[src/rtl/dbf_line_seq.sv]
// Per-scanline sequencer for the DBF channel array: transmit window, dead time,
// then a receive window that steps the shared delay-LUT address once per focal zone.
module dbf_line_seq #(
    parameter int ADDR_WD     = 9,
    parameter int NUM_LINES   = 128,
    parameter int TX_CYCLES   = 8,
    parameter int DEAD_CYCLES = 16,
    parameter int RX_SAMPLES  = 256,
    parameter int ZONE_LEN    = 64,
    parameter int CNT_WD      = 16,
    localparam int LINE_WD    = (NUM_LINES > 1) ? $clog2(NUM_LINES) : 1
) (
    input  logic               clk,
    input  logic               rst_n,
    input  logic               line_go,
    input  logic               abort,
    output logic               tx_en,
    output logic               start,
    output logic [ADDR_WD-1:0] dbf_lut_addr,
    output logic               dbf_lut_we,
    output logic               busy,
    output logic               line_done,
    output logic               frame_done,
    output logic [LINE_WD-1:0] line_cnt,
    output logic [2:0]         state_dbg
);

    localparam int NUM_ZONES = RX_SAMPLES / ZONE_LEN;
    localparam int ZONE_WD   = (NUM_ZONES > 1) ? $clog2(NUM_ZONES) : 1;

    localparam logic [CNT_WD-1:0]  TX_LAST   = CNT_WD'(TX_CYCLES - 1);
    localparam logic [CNT_WD-1:0]  DEAD_LAST = CNT_WD'(DEAD_CYCLES - 1);
    localparam logic [CNT_WD-1:0]  RX_LAST   = CNT_WD'(RX_SAMPLES - 1);
    localparam logic [CNT_WD-1:0]  ZONE_LAST = CNT_WD'(ZONE_LEN - 1);
    localparam logic [LINE_WD-1:0] LINE_LAST = LINE_WD'(NUM_LINES - 1);

    // Control handshake: line_go and abort are single-cycle requests with no
    // ready; line_go is accepted only when the sequencer is IDLE and abort is
    // low, otherwise it is dropped. abort always wins over line_go.
    typedef enum logic [2:0] {
        S_IDLE = 3'd0,
        S_TX   = 3'd1,
        S_DEAD = 3'd2,
        S_RX   = 3'd3,
        S_DONE = 3'd4
    } state_t;

    state_t             state_q, state_d;
    logic [CNT_WD-1:0]  cnt_q, cnt_d;
    logic [CNT_WD-1:0]  zs_q, zs_d;
    logic [ZONE_WD-1:0] zone_q, zone_d;
    logic [ZONE_WD-1:0] zone_nxt;
    logic [LINE_WD-1:0] line_q, line_d;
    logic [ADDR_WD-1:0] addr_q, addr_d;
    logic [ADDR_WD-1:0] line_base;
    logic               tx_q, tx_d;
    logic               start_q, start_d;
    logic               we_q, we_d;
    logic               busy_q, busy_d;
    logic               ldone_q, ldone_d;
    logic               fdone_q, fdone_d;

    assign zone_nxt  = zone_q + ZONE_WD'(1);
    assign line_base = ADDR_WD'(line_q) * ADDR_WD'(NUM_ZONES);

    always_ff @(posedge clk or posedge rst_n) begin
        if (rst_n) begin
            state_q <= S_IDLE;
            cnt_q   <= '0;
            zs_q    <= '0;
            zone_q  <= '0;
            line_q  <= '0;
            addr_q  <= '0;
            tx_q    <= 1'b0;
            start_q <= 1'b0;
            we_q    <= 1'b0;
            busy_q  <= 1'b0;
            ldone_q <= 1'b0;
            fdone_q <= 1'b0;
        end else begin
            state_q <= state_d;
            cnt_q   <= cnt_d;
            zs_q    <= zs_d;
            zone_q  <= zone_d;
            line_q  <= line_d;
            addr_q  <= addr_d;
            tx_q    <= tx_d;
            start_q <= start_d;
            we_q    <= we_d;
            busy_q  <= busy_d;
            ldone_q <= ldone_d;
            fdone_q <= fdone_d;
        end
    end

    // Outputs are computed for the state being entered so they register on
    // the same edge as the transition.
    always_comb begin
        state_d = state_q;
        cnt_d   = cnt_q;
        zs_d    = zs_q;
        zone_d  = zone_q;
        line_d  = line_q;
        addr_d  = addr_q;
        tx_d    = 1'b0;
        start_d = 1'b0;
        we_d    = 1'b0;
        busy_d  = 1'b0;
        ldone_d = 1'b0;
        fdone_d = 1'b0;

        case (state_q)
            S_IDLE: begin
                if (line_go && !abort) begin
                    state_d = S_TX;
                    cnt_d   = '0;
                    tx_d    = 1'b1;
                    busy_d  = 1'b1;
                end
            end
            S_TX: begin
                busy_d = 1'b1;
                if (cnt_q == TX_LAST) begin
                    state_d = S_DEAD;
                    cnt_d   = '0;
                end else begin
                    cnt_d = cnt_q + CNT_WD'(1);
                    tx_d  = 1'b1;
                end
            end
            S_DEAD: begin
                busy_d = 1'b1;
                if (cnt_q == DEAD_LAST) begin
                    state_d = S_RX;
                    cnt_d   = '0;
                    zs_d    = '0;
                    zone_d  = '0;
                    start_d = 1'b1;
                    we_d    = 1'b1;
                    addr_d  = line_base;
                end else begin
                    cnt_d = cnt_q + CNT_WD'(1);
                end
            end
            S_RX: begin
                busy_d = 1'b1;
                if (cnt_q == RX_LAST) begin
                    state_d = S_DONE;
                    cnt_d   = '0;
                    ldone_d = 1'b1;
                    if (line_q == LINE_LAST) begin
                        line_d  = '0;
                        fdone_d = 1'b1;
                    end else begin
                        line_d = line_q + LINE_WD'(1);
                    end
                end else begin
                    cnt_d   = cnt_q + CNT_WD'(1);
                    start_d = 1'b1;
                    if (zs_q == ZONE_LAST) begin
                        zs_d   = '0;
                        zone_d = zone_nxt;
                        we_d   = 1'b1;
                        addr_d = line_base + ADDR_WD'(zone_nxt);
                    end else begin
                        zs_d = zs_q + CNT_WD'(1);
                    end
                end
            end
            S_DONE: begin
                state_d = S_IDLE;
            end
            default: begin
                state_d = S_IDLE;
            end
        endcase

        // Abort drops the line without completing it; line_q and addr_q are
        // kept so the next line_go replays the same line from zone 0.
        if (abort && state_q != S_IDLE) begin
            state_d = S_IDLE;
            cnt_d   = '0;
            zs_d    = '0;
            zone_d  = '0;
            line_d  = line_q;
            tx_d    = 1'b0;
            start_d = 1'b0;
            we_d    = 1'b0;
            busy_d  = 1'b0;
            ldone_d = 1'b0;
            fdone_d = 1'b0;
        end
    end

    assign tx_en        = tx_q;
    assign start        = start_q;
    assign dbf_lut_addr = addr_q;
    assign dbf_lut_we   = we_q;
    assign busy         = busy_q;
    assign line_done    = ldone_q;
    assign frame_done   = fdone_q;
    assign line_cnt     = line_q;
    assign state_dbg    = state_q;

endmodule

[config.mk]
export PLATFORM = sky130hd
export DESIGN_NAME = dbf_line_seq
export DESIGN_NICKNAME = d
export VERILOG_FILES = /design/src/rtl/dbf_line_seq.sv
export SDC_FILE = /design/constraint.sdc
export NUM_CORES = 1
export LEC_CHECK = 0
export CAP_MARGIN = 5
export CELL_PAD_IN_SITES_DETAIL_PLACEMENT = 1
export CELL_PAD_IN_SITES_GLOBAL_PLACEMENT = 2
export CORE_ASPECT_RATIO = 0.5
export CORE_MARGIN = 4
export CORE_UTILIZATION = 36
export CTS_CLUSTER_SIZE = 20
export DETAILED_ROUTE_END_ITERATION = 8
export PLACE_DENSITY = 0.91
export SETUP_SLACK_MARGIN = 0.5
export SLEW_MARGIN = 20
export SYNTH_ARGS = -nofsm -noshare
export SYNTH_HDL_FRONTEND = slang
export SYNTH_SLANG_ARGS = --single-unit
[constraint.sdc]
create_clock -name clk -period 2.8 [get_ports clk]
set_clock_uncertainty 0.05 [all_clocks]
set_input_delay 0.42 -clock clk [delete_from_list [all_inputs] [get_ports clk]]
set_output_delay 0.42 -clock clk [all_outputs]
set_load 0.005 [all_outputs]
# Word level (Yosys, flattened, before mapping)
# Index checks and enable logic that the tools add are counted.
# totals
register_bits,59
latchBits,0
ramBits,0
rom_bits,0
out_inout_bits,25
memories,0
# classes
add_sub_neg,5
mul,0
n_div,0
n_lt_le_gt_ge,0
n_eq_ne,17
n_shift,0
n_mux,48
bitwise_logic,1
n_reduce_logical,15
# ops
operator,count
$mux 16,9
$pmux 16 s4,1
$add 16x1->16 const B,2
$pmux 16 s2,1
$mux 9,3
$ne 3x3->1 const B,6
$pmux 9 s2,1
$mux 1,17
$eq 16x3->1 const B,1
$eq 16x4->1 const B,1
$eq 16x6->1 const B,1
$eq 16x8->1 const B,1
$mux 3,5
$pmux 3 s4,1
$reduce_and 4->1,3
$add 9x2->9,1
$mux 2,4
$pmux 1 s2,4
$add 7x1->7 const B,1
$eq 7x7->1 const B,1
$mux 7,1
$eq 3x2->1 const B,2
$ne 2x2->1 const B,3
$reduce_and 3->1,2
other kinds (12),14

# Logic depth before layout (Yosys ltp)
# logic_depth
depth_word,5
depth_mapped,8

# Worst setup path after synthesis
# No wires, ideal clock.
# synth_timing
kind,register to register
from,register cnt_q[11]
to,register addr_q[0] (netlist: dbf_lut_addr[0])
t_arrival_ns,2.188
required_time_ns,2.625
setup_slack_ns,0.438
stages_incl_launch_ff,7
path_buffers,1
period_less_slack_ns,2.362
path_cell_list,dfrtp_1 -> buf_6 -> or4_4 -> nor4_4 -> nor2_2 -> a21oi_4 -> mux2_2
# synth_between
elab_chain_len,3
# synth_rtl
element,line_no,text
from (decl),49,"logic [CNT_WD-1:0] cnt_q, cnt_d;"
from (signal assigned),82,cnt_q <= cnt_d;
$eq 16x8->1 or $eq 16x4->1 (tied branches),"147, 133",
$ne 2x2->1 (no source line),-,
$reduce_and 4->1 (no source line) *,-,
to (signal assigned),86,addr_q <= addr_d;
to (decl),54,"logic [ADDR_WD-1:0] addr_q, addr_d;"
# Every way passes the cells marked *; elsewhere a longest branch is shown, timed or not.
# A chain may end at the register's enable or synchronous reset.

# Worst setup path in the final report
# layout_timing
from,register cnt_q[15]
to,register addr_q[4] (netlist: dbf_lut_addr[4])
# Same word-level chain as after synthesis.

==> impl_results.md <==
- IO Port Bufs: 28
- Slowest CP cell: or4_4
- Post-synth EDFFs: 0
- Async S/R FF share, synth: 100%
- First-pass GRT wire length: roughly 16 mm
- Total Power: approximately 2700 uW
- Die H: about 75 um
- Largest net degree at the start of global routing: 35
- Post-Place Setup Slack: 266 ps
- Worst reg2reg path startpoint: cnt_q[15]$_DFFE_PP0P_
- FP Rows: 23
- Tightest Pin Transition: 582 ps
- Detailed Route WL: around 9.6 mm
- Clock root cell: clkbuf_16
- Core Area: approximately 0.0083 sq mm
- Status: finished clean
- ANT cells: 0
- Iter 0 DRT Violations: about 130
- Placed Cells incl. Taps: 469
- Filler cells: between 900 and 1000
- Gr usage total: a little under a fifth
- Syn nets: approximately 350
- Routed WL per cell: 19.0 um
- Unique masters post-synth: about 50
- Crit. End Element: flip-flop
- Syn Inst Count: about 350
- Period utilisation layout: between 80% and 90%
- GR Overflow Total: 0
- Vias in the first global route: ~3100
- Via count: approximately 3000
- CP Launch Point: cnt_q[15]$_DFFE_PP0P_
- CTS Buffer Depth: 2
- Hold_buf cts: 0
- Slew headroom: between 60% and 70%
- Setup violations, final: 0
- Cell mode on critical path: buf_6
- Layout cell share with drive strength beyond 1: a little over a fifth
- CTS tree: yes
- Static Leak: 0.00174 uW
- Mapped Area: 0.00320 sq mm
- Initial antenna violation count: 0
- GR Util met1: between 20% and 30%
- DIE AREA: 0.0106 sq mm
- Avg Inst Size Synth: ~9.3 sq um
- Critical path buffer and inverter count: 2
- Worst-case vdd ir drop: approximately 0.00035 V
- Worst EP required: 2970 ps
- Highest Clock Rate: around 0.43 GHz
- Synth Warn #: 0
- Drt first pass iters: 4
- Non-Filler Instances: ~510
- DR DRC count: 0
- CTS buffer count: 9
- Clock sinks: roughly 60
- Later-pin clock latency in the skew report: about 340 ps
- Final #Nets: just under 400
- Met2 Use GR: 34.9%
- Post-route ant nets: 0
- Die width: 141 um
- Max-slew violation count: 0
- DR vias/cell: slightly below 6
- H-Tree Level Count: 3
- Total of max-cap violations: 0
- Delay-heaviest family, CP: simple AND/OR/NAND/NOR gates
- Clk slew on worst S/H paths: approximately 50 ps
- Multi-input gate area in the final layout: about 0.0017 sq mm
- Tmin final: roughly 2300 ps
- Post-DP HPWL: around 6.0 mm
- Synth-to-Final Area Change: 29.9%
- Post-synthesis sequential area ratio: a little under half
- Hold Violations, Final: 0
- Synthesized flop and latch total: 59
- CP peak stage delay: slightly below 600 ps
- GR peak layer: met2
- CP Cell Sequence: or4_4 -> nor4_4 -> buf_6 -> nor2_2 -> a21oi_4 -> buf_6 -> mux2_2
- Met3 usage: 5.01%
- Total negative slack: 0 ps
- Register Area: between 0.001 and 0.0015 sq mm
- Critical Path Source Type: flip-flop
- Final WS setup: around 490 ps
- Crit path DAT: approximately 2500 ps
- Gpl congestion: 0.779
- Initial Utilization: 38.5%
- Main flop type after synthesis: dfrtp_1
- Hold Path Class: input pin to asynchronous set/reset pin
- Critical path class: flip-flop to flip-flop
- RSZ-0062 raised after global routing: true
- Pwr/cell area: 637 mW/mm^2
- Crit-path max FO: 5
- I/O Pins: 29
==> cell usage in the layout, fill, tap and decap left out, types with 4 or more instances in the layout <==
master / synthesis / final
dfrtp_1: 59 / 55
o21ai_0: 38 / 38
nand2_1: 31 / 30
clkdlybuf4s50_1: 0 / 27
buf_4: 7 / 25
nand3_1: 22 / 22
nor2_1: 20 / 20
nor3_1: 17 / 17
nand4_1: 14 / 14
nor4_1: 15 / 11
a21oi_1: 9 / 9
clkbuf_16: 0 / 9
and3_1: 7 / 7
mux2_4: 0 / 7
and4_1: 7 / 6
o31ai_1: 5 / 5
o22ai_1: 6 / 5
inv_1: 6 / 4
mux2_2: 11 / 4
dfrtp_2: 0 / 4
==> report_power, final <==
| group | switching [uW] | internal, uW |
|---|---|---|
| logic | 419 | 254 |
| clock network | 392 | 643 |
| registers | 51.3 | 894 |
| total | 862 | 1790 |
==> path summary, 6_finish.rpt <==
path | end | slack [ps] | depth (start not counted)
min in group clk | dbf_lut_addr[3]$_DFFE_PP0P_ | 460 | 1
setup reg to reg | dbf_lut_addr[4]$_DFFE_PP0P_ | 490 | 7
hold reg to reg | dbf_lut_addr[3]$_DFFE_PP0P_ | 460 | 1
setup / recovery | dbf_lut_addr[4]$_DFFE_PP0P_ | 490 | 7
max in group asynchronous | cnt_q[13]$_DFFE_PP0P_ | 1670 | 3
hold / removal | zs_q[2]$_DFFE_PP0P_ | 420 | 2
==> Yosys cell counts, types with 2 or more instances <==
library cell	instances	area (sq um)
a31oi_1	2	12.5
and2_1	3	18.8
ha_1	3	37.5
o31ai_1	5	37.5
nor3b_1	3	22.5
and4_1	7	61.3
clkbuf_1	14	52.6
nor4_1	15	93.8
nand2b_1	3	18.8
mux2_2	11	124
o41ai_1	5	43.8
or3_1	2	12.5
nor3_1	17	85.1
buf_2	2	10.0
o22ai_1	6	37.5
nand2_1	31	116
o21ai_0	38	190
nor2_2	3	18.8
nand4_1	14	87.6
nand3_1	22	110
inv_1	6	22.5
xor2_1	3	26.3
or2_2	2	12.5
or4_1	2	15.0
a21oi_1	9	45.0
buf_4	7	52.6
a211oi_1	3	22.5
and3_1	7	43.8
a41oi_1	2	17.5
nor2_1	20	75.1
xnor2_1	3	26.3
dfrtp_1	59	1480
==> final cells by class <==
type	count	share of cell area, %
clock inverter	4	0.601
multi-input combinational	257	40.9
clock buffer	12	6.16
inverter	6	0.541
tap	112	3.37
sequential	59	35.6
timing repair buffer	57	12.8
==> through the flow <==
step,util (%),cell area (sq um),hold slack (ps)
6_report,50.1,4160,419
4_1_cts,48.2,4010,445
3_5_place_dp,43.0,3580,447
3_3_place_gp,43.0,3580,439
2_1_floorplan,-,3210,425
5_1_grt,50.1,4160,468
==> cells by family (layout without fill, tap and decap cells) <==
| kind of cell | count (synthesis) | count (layout) | share of synthesized area [%] |
|---|---|---|---|
| AND/OR/NAND/NOR | 159 | 160 | 27.5 |
| AO/OA/AOI/OAI | 76 | 76 | 14.7 |
| flip-flops | 59 | 59 | 46.1 |
| buffers and inverters | 31 | 79 | 4.76 |
| multiplexers | 12 | 12 | 4.18 |
| XOR/XNOR | 6 | 6 | 1.64 |
| adder cells (fa/ha/maj) | 3 | 3 | 1.17 |
==> repair_timing <==
action,4_1_cts,5_1_grt
cloned,1,0
gates resized for setup,14,16
endpoints found under the hold margin,0,0
setup buffers,10,11
setup endpoints to repair,46,44
pin swaps,3,6
==> state kept, by name (all words and copies together), names as in the netlist <==
register	cells
line_done	1
busy	1
state_dbg	3
tx_en	1
zs_q	16
line_cnt	7
dbf_lut_we	1
start	1
frame_done	1
zone_q	2
cnt_q	16
dbf_lut_addr	9
==> metal layers <==
metal	part of all wire, %	up-vias
met2	52	49
met4	2.3	0
li1	-	1384
met1	43	1519
met3	3.1	21
met5	0	-
(Power assumes the default switching activity.)
